File: config.mk
export PLATFORM = sky130hd
export DESIGN_NAME = dispatch_ctrl
export DESIGN_NICKNAME = d
export VERILOG_FILES = /design/src/rtl/dispatch_ctrl.sv
export SDC_FILE = /design/constraint.sdc
export NUM_CORES = 1
export LEC_CHECK = 0
export ABC_CLOCK_PERIOD_IN_PS = 7300
export BUFFER_PORTS_ARGS = -buffer_cell sky130_fd_sc_hd__buf_4
export CAP_MARGIN = 0
export CORE_MARGIN = 4
export CORE_UTILIZATION = 30
export DETAILED_ROUTE_END_ITERATION = 6
export SLEW_MARGIN = 15
export SYNTH_ARGS = -nofsm -noshare
export SYNTH_HDL_FRONTEND = slang
export SYNTH_SLANG_ARGS = --single-unit
File: constraint.sdc
create_clock -name clk -period 7.3 [get_ports clk]
set_input_delay 1.46 -clock clk [delete_from_list [all_inputs] [get_ports clk]]
set_output_delay 1.46 -clock clk [all_outputs]
set_load 0.05 [all_outputs]
File: src/rtl/dispatch_ctrl.sv
// Single-entry issue stage: holds one decoded instruction, checks a register scoreboard
// and strobes it to the ALU/DIV/MEM/CSR unit, raising an exception pulse for illegal entries.
module dispatch_ctrl #(
    parameter int ADDR = 32,
    parameter int CMD  = 8,
    parameter int IMM  = 24
) (
    input  logic            clk,
    input  logic            reset,
    input  logic            dec_e_,
    input  logic [ADDR-1:0] dec_pc,
    input  logic [1:0]      dec_rs1_type,
    input  logic [1:0]      dec_rs2_type,
    input  logic [1:0]      dec_rd_type,
    input  logic [4:0]      dec_rs1_addr,
    input  logic [4:0]      dec_rs2_addr,
    input  logic [4:0]      dec_rd_addr,
    input  logic            dec_invalid,
    input  logic [IMM-1:0]  dec_imm,
    input  logic [2:0]      dec_unit,
    input  logic [CMD-1:0]  dec_cmd,
    output logic            is_full,
    input  logic            alu_ready,
    input  logic            div_ready,
    input  logic            mem_ready,
    input  logic            csr_ready,
    output logic            alu_issue,
    output logic            div_issue,
    output logic            mem_issue,
    output logic            csr_issue,
    output logic [ADDR-1:0] iss_pc,
    output logic [6:0]      iss_rs1,
    output logic [6:0]      iss_rs2,
    output logic [6:0]      iss_rd,
    output logic [IMM-1:0]  iss_imm,
    output logic [CMD-1:0]  iss_cmd,
    input  logic            wb_e_,
    input  logic [4:0]      wb_addr,
    input  logic            flush,
    output logic            exc_e_,
    output logic [ADDR-1:0] exc_pc
);

    localparam logic [2:0] U_NOP = 3'd0;
    localparam logic [2:0] U_ALU = 3'd1;
    localparam logic [2:0] U_DIV = 3'd2;
    localparam logic [2:0] U_MEM = 3'd3;
    localparam logic [2:0] U_CSR = 3'd4;
    localparam logic [1:0] T_GPR = 2'd1;

    logic            entry_v;
    logic [ADDR-1:0] e_pc;
    logic [1:0]      e_rs1_t, e_rs2_t, e_rd_t;
    logic [4:0]      e_rs1_a, e_rs2_a, e_rd_a;
    logic            e_invalid;
    logic [IMM-1:0]  e_imm;
    logic [2:0]      e_unit;
    logic [CMD-1:0]  e_cmd;
    logic [31:0]     busy;

    logic [31:0] wb_mask, busy_eff, set_mask;
    logic        hazard, tgt_ready, fire, issue_go, load;

    always_comb begin
        wb_mask = '0;
        if (!wb_e_)
            wb_mask[wb_addr] = 1'b1;
        // writeback in this cycle already frees its register for the hazard check
        busy_eff = busy & ~wb_mask;
        hazard = (e_rs1_t == T_GPR && busy_eff[e_rs1_a]) ||
                 (e_rs2_t == T_GPR && busy_eff[e_rs2_a]) ||
                 (e_rd_t  == T_GPR && busy_eff[e_rd_a]);
        case (e_unit)
            U_ALU:   tgt_ready = alu_ready;
            U_DIV:   tgt_ready = div_ready;
            U_MEM:   tgt_ready = mem_ready;
            U_CSR:   tgt_ready = csr_ready;
            default: tgt_ready = 1'b1;
        endcase
        if (e_invalid)
            tgt_ready = 1'b1;
    end

    assign fire     = entry_v && !hazard && tgt_ready && !flush;
    assign is_full  = entry_v && !fire;
    assign issue_go = fire && !e_invalid && (e_unit != U_NOP);
    assign load     = !dec_e_ && !is_full && !flush;

    assign alu_issue = issue_go && (e_unit == U_ALU);
    assign div_issue = issue_go && (e_unit == U_DIV);
    assign mem_issue = issue_go && (e_unit == U_MEM);
    assign csr_issue = issue_go && (e_unit == U_CSR);

    assign iss_pc  = issue_go ? e_pc : '0;
    assign iss_rs1 = issue_go ? {e_rs1_t, e_rs1_a} : '0;
    assign iss_rs2 = issue_go ? {e_rs2_t, e_rs2_a} : '0;
    assign iss_rd  = issue_go ? {e_rd_t, e_rd_a} : '0;
    assign iss_imm = issue_go ? e_imm : '0;
    assign iss_cmd = issue_go ? e_cmd : '0;

    assign exc_e_ = !(fire && e_invalid);
    assign exc_pc = (fire && e_invalid) ? e_pc : '0;

    always_comb begin
        set_mask = '0;
        if (issue_go && e_rd_t == T_GPR && e_rd_a != 5'd0)
            set_mask[e_rd_a] = 1'b1;
    end

    always_ff @(posedge clk or posedge reset) begin
        if (reset) begin
            entry_v <= 1'b0;
            busy    <= '0;
        end else begin
            if (flush)
                entry_v <= 1'b0;
            else if (load)
                entry_v <= 1'b1;
            else if (fire)
                entry_v <= 1'b0;
            // set applied after clear so a same-cycle issue keeps the register busy
            busy <= ((busy & ~wb_mask) | set_mask) & 32'hFFFF_FFFE;
        end
    end

    always_ff @(posedge clk or posedge reset) begin
        if (reset) begin
            e_pc      <= '0;
            e_rs1_t   <= '0;
            e_rs2_t   <= '0;
            e_rd_t    <= '0;
            e_rs1_a   <= '0;
            e_rs2_a   <= '0;
            e_rd_a    <= '0;
            e_invalid <= 1'b0;
            e_imm     <= '0;
            e_unit    <= '0;
            e_cmd     <= '0;
        end else if (load) begin
            e_pc      <= dec_pc;
            e_rs1_t   <= dec_rs1_type;
            e_rs2_t   <= dec_rs2_type;
            e_rd_t    <= dec_rd_type;
            e_rs1_a   <= dec_rs1_addr;
            e_rs2_a   <= dec_rs2_addr;
            e_rd_a    <= dec_rd_addr;
            e_invalid <= dec_invalid || (dec_unit > U_CSR);
            e_imm     <= dec_imm;
            e_unit    <= dec_unit;
            e_cmd     <= dec_cmd;
        end
    end

endmodule

==> out/metrics.cfg <==
[outcome]
outcome=completed

[logic_synthesis]
synth_edf_count=0
synth_top_cell_area_share=0.3117
synth_commonest_cells=clkbuf_1, dfrtp_1, and2_1
synth_warnings=0
ys_top_cells_by_area=dfrtp_1, a41oi_1, o211ai_1
yosysMostFrequentCell=clkbuf_1
yosys.area.top_type=dfrtp_1
syn_area_mm2=0.009714
synth_async_sr_flop_share=1.000
seq_area_frac_synth=0.3117
synth-seq-cells=121
synth_cells=1186
ys_types=65
syn_nets=1289
postSynthAreaPerCell_um2=8.191
synth_ff_type=dfrtp_1

[drt]
totalWireLength_um=37220
route.vias.total=10530
drt_iter0_drc=1072
drcViolationCount=0
drt_pass1_iterations=5
viasPerCell=6.153
antenna_left=0
wire_per_inst_um=21.75

[worst_hold_path]
min_to=e_imm[7]
hp-class=register to register
whs_path_depth=2
hp-start=e_imm[7]

[cells_and_area]
stdcell_area_mm2=0.01211
fin_cells=1711
nets=1398
n_fill_cell=3237
syn2layout_area_growth_pct=24.69
drive_above_1_share=0.2309

[sta]
hold_viol_final=0
setup_viol=0
drv_slew=0
rsz0062_at_grt=false
skew_ns=0.01557
finalCritPeriodShare=0.8851
relSlewSlack=0.2791
max_freq_mhz=154.8
tightest_slew_ns=1.079
period_minus_slack_ns=6.461
finalSetupTns_ns=0

[global_route]
first_global_vias=9995
antenna_found_initial=3
grt_max_degree=101
gr-usage-all-layers=0.2022
grt_pass1_wl_um=58720
overflow=0

[clock_network]
cts.clk_slew.worst_paths_ns=0.07
cts_tree=built
root_buffer=clkbuf_16
cts_resized=0
cts_made_buffers=17
postCtsSetupBuffers=0
clock_path_buffers=2
ctsHoldBuffers=0
clk_latency_ns=0.42
cts_sinks=121
htree_num_levels=4

[placement]
placed_area_mm2=0.01151
gp_congestion=0.9023
io_buffers=225
dp_cells=1678
dp_hpwl_um=23490

[floorplanning]
io_pins=226
die_y_um=187.9
rows=65
fp.dieW_um=187.9
die_area_mm2=0.03532
initial_core_util=0.3063
design.core.area_mm2=0.03172

[pwr]
power.density_mw_per_mm2=353.6
ir_drop_v=0.0002001
p_leak_uw=0.004616
power.total_uw=4283

[critical_path]
critPathArrivalTime_ns=5.00
reg2regPathDepth=9
max_stage_delay_ns=0.68
crit_top_cell=buf_4
reg2reg_from=e_rd_a[0]
slowest_stage=or4b_1
end_kind=output pin
critPathRequiredTime_ns=5.84
path_class=input port to output pin
r2r_setup_slack_ns=2.77
cp_num_buf_inv=3
cp-start-kind=input port
cp_top_family=simple AND/OR/NAND/NOR gates
cp_cell_sequence=buf_4 > or4b_1 > o21ai_0 > mux4_2 > a22oi_1 > nand4b_1 > nand3_1 > nor4_4 > buf_4 > and2_1 > buf_4
rr_endpoint=e_pc[2]
critPathMaxFanout=26

[flow_run]
maxCapViolCount=0

[stage by stage]
| stage | worst slack [ns] | util | hold slack [ns] |
|---|---|---|---|
| 2_1_floorplan | 0.4994 | - | 0.4953 |
| 3_3_place_gp | 0.8859 | 0.3628 | 0.5221 |
| 3_5_place_dp | 0.8821 | 0.3628 | 0.5303 |
| 4_1_cts | 0.8857 | 0.3818 | 0.5476 |
| 5_1_grt | 0.6872 | 0.3819 | 0.5797 |
| 6_report | 0.8391 | 0.3819 | 0.5455 |
[final cells by class]
type                       count  area (um^2)  area share
inverter                      12        47.55    0.003925
clock buffer                  19        432.9     0.03574
multi-input combinational    900         6087      0.5025
antenna                        1        2.502   0.0002066
clock inverter                13        171.4     0.01415
sequential                   121         3032      0.2503
tap                          402        503.0     0.04152
timing repair buffer         243         1837      0.1516
[cell families after synthesis]
group	after synthesis	synth area share
AO/OA/AOI/OAI	469	0.3335
AND/OR/NAND/NOR	402	0.2463
buffers and inverters	165	0.06672
flip-flops	121	0.3117
multiplexers	26	0.03915
XOR/XNOR	3	0.002705
[registers in the layout, indices dropped and copies added (netlist names), 2 cells and up]
register	cells
e_rs1_t	2
e_rd_t	2
e_rd_a	5
e_imm	24
e_rs2_a	5
e_rs1_a	5
e_pc	32
e_unit	3
e_cmd	8
busy	31
e_rs2_t	2
[worst register-to-register path, delay by kind of cell, from the launching register on]
| kind | cells | cell delay (ns) |
|---|---|---|
| AOI/OAI and AO/OA | 3 | 0.55 |
| and+or+nand+nor | 3 | 0.85 |
| DFF | 1 | 0.97 |
| buffers and inverters | 3 | 2.07 |
[routing by layer]
layer	track usage	share of wire	up-vias
li1	-	-	4839
met1	0.2975	0.45	5171
met2	0.2990	0.45	469
met3	0.04914	0.081	45
met4	0.04771	0.016	4
met5	0	0.00091	-
[how the worst max path moves through the flow]
| stage | start | end | slack [ns] | cells after the start |
|---|---|---|---|---|
| after floorplan | wb_addr[2] | div_issue | 0.50 | 11 |
| after global placement | wb_addr[2] | iss_imm[14] | 0.89 | 11 |
| after detailed placement | wb_e_ | exc_pc[17] | 0.88 | 11 |
| after CTS | wb_e_ | iss_cmd[5] | 0.89 | 11 |
| after global routing | wb_e_ | exc_pc[1] | 0.69 | 11 |
| final | wb_e_ | exc_pc[17] | 0.84 | 11 |
[cells in the final DEF (no fill, tap or decap), types with 38 or more instances in the layout]
cell type  instances
o21ai_0           38
dfrtp_1          120
nand2_1          102
o211ai_1          97
a41oi_1           88
buf_4            242
a21oi_1           92
and2_1           113
nor3b_1           92
a31oi_1           91
[report_power, final]
group          internal [uW]  switching (uW)  leakage [uW]  total (uW)
registers                936             466       0.00145        1400
logic                    681            1300       0.00288        1980
clock network            542             355      0.000282         897
total                   2160            2120       0.00462        4280
No activity file was read; power rests on OpenSTA's default activity.
